--- src/rtl/intdiv_seq_ctrl_if.sv ---
// Host-side handshake and result bus of the sequential SD2 integer divider.
interface intdiv_seq_ctrl_if #(
  parameter int N = 8
);
  logic           start;
  logic [N-1:0]   dividend;
  logic [N-1:0]   divisor;
  logic           busy;
  logic           done;
  logic           div_zero;
  logic [N-1:0]   quotient;
  logic [N-1:0]   remainder;
  logic [2*N-1:0] q_sd2;

  modport master (
    output start, dividend, divisor,
    input  busy, done, div_zero, quotient, remainder, q_sd2
  );

  modport slave (
    input  start, dividend, divisor,
    output busy, done, div_zero, quotient, remainder, q_sd2
  );
endinterface

--- src/rtl/intdiv_seq_ctrl.sv ---
// Non-restoring unsigned N-bit divider controller: one SD2 digit per cycle,
// then LSB-first SD2-to-binary conversion through one subtract cell.
module intdiv_seq_ctrl #(
  parameter int N = 8
) (
  input  logic             clk,
  input  logic             rst_n,
  intdiv_seq_ctrl_if.slave bus
);
  localparam int CW = $clog2(N);
  localparam logic [1:0] POS1_1 = 2'b01;
  localparam logic [1:0] NEG1   = 2'b11;

  typedef enum logic [2:0] {S_IDLE, S_ITER, S_CONV, S_FIX, S_DONE} state_t;

  state_t            r_state, w_state_nxt;
  logic [N-1:0]      r_d, r_x, r_quot, r_rem;
  logic signed [N:0] r_r;
  logic [CW-1:0]     r_cnt;
  logic              r_neg, r_borrow, r_busy, r_done, r_div_zero;
  logic [2*N-1:0]    r_qsd2;

  logic              w_accept, w_zero, w_last;
  logic signed [N:0] w_r_nxt;
  logic [1:0]        w_digit, w_cur_dig, w_cell;

  // 2R + x -/+ D; the true result always fits N+1 bits, so wrapping
  // arithmetic on {R[N-1:0], x} is exact.
  function automatic logic signed [N:0] nr_step(input logic signed [N:0] r,
                                                input logic xb,
                                                input logic [N-1:0] d);
    if (r[N])
      return $signed({r[N-1:0], xb}) + $signed({1'b0, d});
    else
      return $signed({r[N-1:0], xb}) - $signed({1'b0, d});
  endfunction

  // SD2 subtract cell: {tr, sum} such that sum - 2*tr = digit - min.
  function automatic logic [1:0] sd2_sub(input logic [1:0] sub, input logic min);
    case (sub)
      2'b00:   return {min, min};
      NEG1:    return {1'b1, ~min};
      default: return {1'b0, ~min};
    endcase
  endfunction

  function automatic logic [N-1:0] fix_rem(input logic [N-1:0] r, input logic neg,
                                           input logic [N-1:0] d);
    return neg ? (r + d) : r;
  endfunction

  assign w_zero    = (bus.divisor == '0);
  assign w_last    = (r_cnt == CW'(N - 1));
  assign w_digit   = r_r[N] ? NEG1 : POS1_1;
  assign w_r_nxt   = nr_step(r_r, r_x[N-1], r_d);
  assign w_cur_dig = r_qsd2[{r_cnt, 1'b0} +: 2];
  assign w_cell    = sd2_sub(w_cur_dig, r_borrow);

  always_ff @(posedge clk or negedge rst_n) begin
    if (!rst_n) r_state <= S_IDLE;
    else        r_state <= w_state_nxt;
  end

  // A start seen while the done pulse is still showing is ignored.
  always_comb begin
    w_state_nxt = r_state;
    w_accept    = 1'b0;
    case (r_state)
      S_IDLE: if (bus.start && !r_done) begin
        w_accept    = 1'b1;
        w_state_nxt = w_zero ? S_DONE : S_ITER;
      end
      S_ITER:  if (w_last) w_state_nxt = S_CONV;
      S_CONV:  if (w_last) w_state_nxt = S_FIX;
      S_FIX:   w_state_nxt = S_DONE;
      S_DONE:  w_state_nxt = S_IDLE;
      default: w_state_nxt = S_IDLE;
    endcase
  end

  always_ff @(posedge clk or negedge rst_n) begin
    if (!rst_n) begin
      r_d        <= '0;
      r_x        <= '0;
      r_r        <= '0;
      r_cnt      <= '0;
      r_neg      <= 1'b0;
      r_borrow   <= 1'b0;
      r_busy     <= 1'b0;
      r_done     <= 1'b0;
      r_div_zero <= 1'b0;
      r_quot     <= '0;
      r_rem      <= '0;
      r_qsd2     <= '0;
    end else begin
      r_busy <= (r_state == S_ITER) || (r_state == S_CONV) || (r_state == S_FIX);
      r_done <= (r_state == S_DONE);
      case (r_state)
        S_IDLE: if (w_accept) begin
          r_d        <= bus.divisor;
          r_x        <= bus.dividend;
          r_r        <= '0;
          r_cnt      <= '0;
          r_neg      <= 1'b0;
          r_borrow   <= 1'b0;
          r_div_zero <= w_zero;
          r_qsd2     <= '0;
          r_quot     <= w_zero ? '1 : '0;
          r_rem      <= w_zero ? bus.dividend : '0;
        end
        // Digits shift in at the bottom, so cycle k ends up at position N-1-k.
        S_ITER: begin
          r_r    <= w_r_nxt;
          r_x    <= {r_x[N-2:0], 1'b0};
          r_qsd2 <= {r_qsd2[2*N-3:0], w_digit};
          r_cnt  <= w_last ? '0 : r_cnt + CW'(1);
          if (w_last) begin
            r_neg    <= w_r_nxt[N];
            r_borrow <= w_r_nxt[N];
          end
        end
        S_CONV: begin
          r_quot[r_cnt] <= w_cell[0];
          r_borrow      <= w_cell[1];
          r_cnt         <= w_last ? '0 : r_cnt + CW'(1);
        end
        S_FIX:   r_rem <= fix_rem(r_r[N-1:0], r_neg, r_d);
        default: ;
      endcase
    end
  end

  assign bus.busy      = r_busy;
  assign bus.done      = r_done;
  assign bus.div_zero  = r_div_zero;
  assign bus.quotient  = r_quot;
  assign bus.remainder = r_rem;
  assign bus.q_sd2     = r_qsd2;
endmodule

--- src/flat_wrapper.sv ---
// flat-port wrapper written by rule: the top's interface ports become plain ports
module intdiv_seq_ctrl_flat 
#(
  parameter int N = 8
)
  (clk, rst_n, bus_start, bus_dividend, bus_divisor, bus_busy, bus_done, bus_div_zero, bus_quotient, bus_remainder, bus_q_sd2);
  intdiv_seq_ctrl_if #(.N(N)) bus_i ();
  input  logic clk;
  input  logic rst_n;
  input wire logic [$bits(bus_i.start)-1:0] bus_start;
  input wire logic [$bits(bus_i.dividend)-1:0] bus_dividend;
  input wire logic [$bits(bus_i.divisor)-1:0] bus_divisor;
  output wire logic [$bits(bus_i.busy)-1:0] bus_busy;
  output wire logic [$bits(bus_i.done)-1:0] bus_done;
  output wire logic [$bits(bus_i.div_zero)-1:0] bus_div_zero;
  output wire logic [$bits(bus_i.quotient)-1:0] bus_quotient;
  output wire logic [$bits(bus_i.remainder)-1:0] bus_remainder;
  output wire logic [$bits(bus_i.q_sd2)-1:0] bus_q_sd2;
  assign bus_i.start = bus_start;
  assign bus_i.dividend = bus_dividend;
  assign bus_i.divisor = bus_divisor;
  assign bus_busy = bus_i.busy;
  assign bus_done = bus_i.done;
  assign bus_div_zero = bus_i.div_zero;
  assign bus_quotient = bus_i.quotient;
  assign bus_remainder = bus_i.remainder;
  assign bus_q_sd2 = bus_i.q_sd2;
  intdiv_seq_ctrl #(.N(N)) u_core (.clk(clk), .rst_n(rst_n), .bus(bus_i));
endmodule
--- config.mk ---
export PLATFORM = sky130hd
export DESIGN_NAME = intdiv_seq_ctrl_flat
export DESIGN_NICKNAME = d
export VERILOG_FILES = /design/src/rtl/intdiv_seq_ctrl_if.sv /design/src/rtl/intdiv_seq_ctrl.sv /design/src/flat_wrapper.sv
export SDC_FILE = /design/constraint.sdc
export NUM_CORES = 1
export LEC_CHECK = 0
export BUFFER_PORTS_ARGS = -buffer_cell sky130_fd_sc_hd__buf_2
export CAP_MARGIN = 25
export CELL_PAD_IN_SITES_DETAIL_PLACEMENT = 1
export CELL_PAD_IN_SITES_GLOBAL_PLACEMENT = 1
export CORE_UTILIZATION = 44
export CTS_CLUSTER_SIZE = 40
export DETAILED_ROUTE_END_ITERATION = 7
export GPL_ROUTABILITY_DRIVEN = 0
export PLACE_DENSITY = 0.77
export SLEW_MARGIN = 20
export SYNTH_ARGS = -nofsm -noshare
export SYNTH_HDL_FRONTEND = slang
export SYNTH_SLANG_ARGS = --single-unit
--- constraint.sdc ---
create_clock -name clk -period 3.21 [get_ports clk]
set_clock_uncertainty 0.1 [all_clocks]
set_input_delay 0.4815 -clock clk [delete_from_list [all_inputs] [get_ports clk]]
set_output_delay 0.4815 -clock clk [all_outputs]
set_load 0.005 [all_outputs]
Word level (Yosys, flattened, before mapping) --
Cells that the tools add are included.
Word-level totals: register bits 68, input port bits 19, output and inout port bits 35, word-level logic and storage cells 87
Operators by class: $add $sub $neg 4, magnitude comparators 2, eq/ne operators 11, shift-type cells 1, muxes and demuxes 33, bitwise gates (word level) 1, reduce and logical (&&, ||, !) cells 22
Operators with widths (count):
- 2-to-1 mux 8 bit | 6
- case mux 8 bit (2 select lines) | 3
- case mux 16 bit (2 select lines) | 1
- 2-to-1 mux 3 bit | 6
- 2-to-1 mux 9 bit | 2
- case mux 9 bit (2 select lines) | 1
- 2-to-1 mux 16 bit | 1
- variable part select 16 x 5 -> 2 bit | 1
- case mux 3 bit (4 select lines) | 1
- AND reduction 2 bit | 5
- adder 9 bit | 1
- subtractor 9 bit | 1
- adder 8 bit | 1
- bitwise mux 8 bit | 1
- zero test 8 bit | 1
- inequality test 2 x 1 -> 1 bit, second input constant | 4
- nonzero test 2 bit | 4
- == test 3 x 2 -> 1 bit, second input constant | 2
- == test 3 bit, second input constant | 2
- case mux 3 bit (2 select lines) | 1
- AND reduction 3 bit | 2
- 2-to-1 mux 1 bit | 5
- < comparator 3 x 4 -> 1 bit, second input constant | 1
- case mux 2 bit (2 select lines) | 1
- other kinds (18) | 20

Depth between registers and ports, before layout --
word-level depth 6, depth in mapped cells 12, mapped depth without buffers 11

Worst setup path before layout --
OpenSTA, ideal clock, no wires.
kind flip-flop to flip-flop, start register u_core.r_d[1], end register u_core.r_borrow, arrival time 2456 ps, slack 572 ps, stages on the path, launching flop included 12, path buffers 0, cell sequence dfrtp_1 -> inv_1 -> ha_1 -> nor3b_1 -> nor2_1 -> xnor2_1 -> ha_1 -> a21o_1 -> or3_1 -> o21a_1 -> or3_1 -> a31oi_1
On the way: word-level cells in the longest chain between the ends 4
RTL lines:
- from (decl) | line intdiv_seq_ctrl.sv:17 | logic [N-1:0] r_d, r_x, r_quot, r_rem;
- from (signal assigned) | line intdiv_seq_ctrl.sv:100 | r_d <= bus.divisor;
- subtractor 9 bit / adder 9 bit (equally long branches) | line intdiv_seq_ctrl.sv:35, intdiv_seq_ctrl.sv:33
- 2-to-1 mux 9 bit * | line intdiv_seq_ctrl.sv:32 | if (r[N])
- 2-to-1 mux 1 bit * | line intdiv_seq_ctrl.sv:117 | if (w_last) begin
- case mux 1 bit (3 select lines) * | line intdiv_seq_ctrl.sv:98 | case (r_state)
- to (signal assigned) | line intdiv_seq_ctrl.sv:119 | r_borrow <= w_r_nxt[N];
- to (signal assigned) | line intdiv_seq_ctrl.sv:124 | r_borrow <= w_cell[1];
- to (decl) | line intdiv_seq_ctrl.sv:20 | logic r_neg, r_borrow, r_busy, r_done, r_div_zero;
Mark *: on every way between the ends. The rest lies on a longest branch, timed or not. The select of a mux whose other input is x is not followed. A chain may end at the register's enable or synchronous reset.

Worst setup path in the final report --
start register u_core.r_d[1], end register u_core.r_neg
On the way: word-level cells in the longest chain between the ends 4
RTL lines:
- subtractor 9 bit / adder 9 bit (equally long branches) | line intdiv_seq_ctrl.sv:35, intdiv_seq_ctrl.sv:33
- 2-to-1 mux 9 bit * | line intdiv_seq_ctrl.sv:32
- 2-to-1 mux 1 bit * | line intdiv_seq_ctrl.sv:117
- case mux 1 bit (2 select lines) * | line intdiv_seq_ctrl.sv:98
- to (signal assigned) | line intdiv_seq_ctrl.sv:118 | r_neg <= w_r_nxt[N];
- to (decl) | line intdiv_seq_ctrl.sv:20
Marked as above.

==> out/qor.txt <==
Status -> finished, final reports clean
Compound-cell area share of the yosys netlist -> 19.9%
Top_reg_cell synth -> dfrtp_1
Share of post-route cells with drive strength above 1 -> 17.6%
Post-Syn Nets -> 536
TNS Setup -> 0 ps
Met3 global-route usage -> 3.27%
Startpoint Class -> register
RSZ-0062 raised after global routing -> no
Fmax -> 0.348 GHz
Overall routing resource usage -> 25.4%
Synth top area share -> 40.2%
Sequential share of power -> 28.8%
Seq/Total Area, Yosys -> 40.2%
Post-route ant nets -> 0
Die area -> 10000 µm²
Drt pass-1 iters -> 4
Power Density -> 1260 nW/µm²
# IOs -> 54
Hold Path Class -> in2async
Placed insts -> 654
Leakage -> 2.17 nW
Top cells by area, synth -> dfrtp_1 (40%), nand2_1 (8.2%), ha_1 (6.5%)
Starting DRT DRC Count -> 170
Number of synthesized flops with an enable pin -> 0
Synth Instances -> 493
Relative slew slack -> 45.4%
Deepest clock path buffer count -> 2
Cell taking the most area after synthesis -> dfrtp_1
Kind of critical path -> reg2reg
Fin util -> 51.8%
CP max FO -> 4
Final Critical Period -> 2870 ps
Busiest grt layer -> met2
Via count -> 3818
Num CTS Buffers -> 9
Critical Path RT -> 3350 ps
Most common cell in the netlist -> nand2_1
Total Power -> 6.08 mW
Simple-gate share of the synthesized area -> 22.3%
DP Wirelength -> 8.65 mm
Int Pwr -> 3.14 mW
Avg WL per Cell -> 17.8 µm
Period utilization -> 89.4%
Finish-stage setup viols -> 0
Largest net degree at the start of global routing -> 36
Drt drc -> 0
Initial Utilization -> 45.6%
Total gr overflow -> 0
Post-Layout Cell Count -> 670
TritonCTS sink count -> 68
Post-Syn Area -> 4230 µm²
Initial antenna violation count -> 0
Synth Warn # -> 0
Reg2Reg Capture Point -> u_core.r_neg
R2r setup slk -> 340 ps
Hold_buf cts -> 0
PostCTS Resize Cnt -> 0
Final worst setup slack -> 339 ps
Syn-to-layout area delta -> 13.7%
NumNets Final -> 579
Main combinational cell family by area after synthesis -> simple AND/OR/NAND/NOR gates
Post-synthesis mux area share -> 2.22%
Post-Synth Adder-Cell Area -> 7.45%
Final hold violation count -> 0
Core ar. -> 9280 µm²
Drt total wl -> 11.9 mm
Grt met2 use -> 42.0%
Logic pwr share -> 59.2%
Sw frac -> 48.3%
TritonCTS clock tree -> built
Xor-xnor portion of the synthesized cell area -> 3.31%
Syn Area/Cell -> 8.58 µm²
Worst setup path startpoint -> u_core.r_d[1]
Routing usage on met1 -> 35.4%
Slew Limit Fails -> 0
CTS clk-pin slew, worst paths -> 80 ps
Cell Rows -> 35
Global-route wire length before repair -> 19.9 mm
Net Sw Power -> 2.93 mW
Die Width -> 100 µm
Worst vdd ir -> 0.487 mV
Die Ht -> 100 µm
Seq cells post-synth -> 68
CTS HTree Levels -> 3
PortBufs -> 53
Slew @ Worst Pin -> 818 ps
DP Worst Slack -> 248 ps
Register-to-Register Path Depth -> 11
Ant diodes -> 0
Setup bufs post-CTS -> 0
Via density -> 5.70
Top cells by count, synth -> nand2_1 (92), dfrtp_1 (68), o21ai_0 (42)
Vias in the first global route -> 3919
Cell chosen for the clock root -> clkbuf_8
Ys async rst share -> 100%
Synth cell types -> 62
Worst Path Arrival -> 3010 ps
Kind of end point of the critical path -> register
Fillers -> 1144
Max Cap Viol -> 0
Worst skew pair latency -> 350 ps
R2r startpoint -> u_core.r_d[1]
Clock Power Share -> 12.1%
-- cells by family (layout without fill, tap and decap cells) --
kind of cell | Yosys count | in the layout
simple gates | 197 | 197
compound gates | 132 | 132
flops | 68 | 68
buf+inv | 47 | 95
fa+ha+maj | 24 | 24
xor+xnor | 16 | 16
mux | 9 | 9
-- through the flow --
step	cell area (µm²)	hold WS [ps]
5_1_grt	4810	178
3_5_place_dp	4610	384
3_3_place_gp	4610	361
6_report	4810	121
4_1_cts	4810	148
2_1_floorplan	4230	85.9
-- power groups by stage --
stage / clock [mW] / sequential (mW) / combinational, mW
2_1_floorplan: 0 / 1.55 / 2.70
3_3_place_gp: 0 / 1.75 / 3.37
3_5_place_dp: 0 / 1.76 / 3.55
4_1_cts: 0.739 / 1.75 / 3.61
5_1_grt: 0.782 / 1.82 / 4.03
6_report: 0.734 / 1.75 / 3.59
-- registers in the layout (all words and copies together) (netlist names) --
register              flops
u_core.bus.busy           1
u_core.bus.div_zero       1
u_core.bus.done           1
u_core.bus.q_sd2         16
u_core.bus.quotient       8
u_core.bus.remainder      8
u_core.r_borrow           1
u_core.r_cnt              3
u_core.r_d                8
u_core.r_neg              1
u_core.r_r                9
u_core.r_state            3
u_core.r_x                8
-- layout by cell type, fill, tap and decap left out, drive strengths merged, types with 6 or more instances in the layout --
master  netlist  routed
nand2        93      93
dfrtp        68      68
buf          15      62
o21ai        43      43
nor2         42      42
a21oi        27      27
ha           22      22
inv          17      17
a31oi        16      16
nand3        15      15
clkbuf       15      12
nor3         10      10
nand2b        9       9
xor2          9       9
nor2b         7       7
xnor2         7       7
mux2i         6       6
-- per-layer routing --
layer	share of wire (%)	vias up
met4	1.1	0
met3	3.4	12
li1	-	1824
met5	0	-
met2	49	66
met1	47	1916
-- worst max path at each step --
stage	slack, ps	to
after CTS	190	u_core.r_neg
after global routing	100	u_core.r_r[7]
after detailed placement	250	u_core.r_neg
after floorplan	570	u_core.r_borrow
after global placement	440	u_core.r_borrow
final	340	u_core.r_neg
-- cell type report --
| class | count | area [µm²] | share of cell area [%] |
|---|---|---|---|
| multi-input combinational | 378 | 2340 | 48.7 |
| timing repair buffer | 62 | 345 | 7.18 |
| clock inverter | 4 | 48.8 | 1.01 |
| inverter | 17 | 63.8 | 1.33 |
| clock buffer | 12 | 145 | 3.02 |
| tap | 129 | 161 | 3.36 |
| sequential | 68 | 1700 | 35.4 |
-- worst max-delay path, stage by stage (launching register included) --
cell and delay, ps:
dfrtp_1 410, inv_1 140, ha_1 190, nor3b_2 280
nor2_1 90, xnor2_1 140, ha_1 230, a21o_1 210
or3_1 310, o21a_1 220, xor2_1 190, o32ai_1 270
Note: power is estimated with default switching activity, not from simulation.
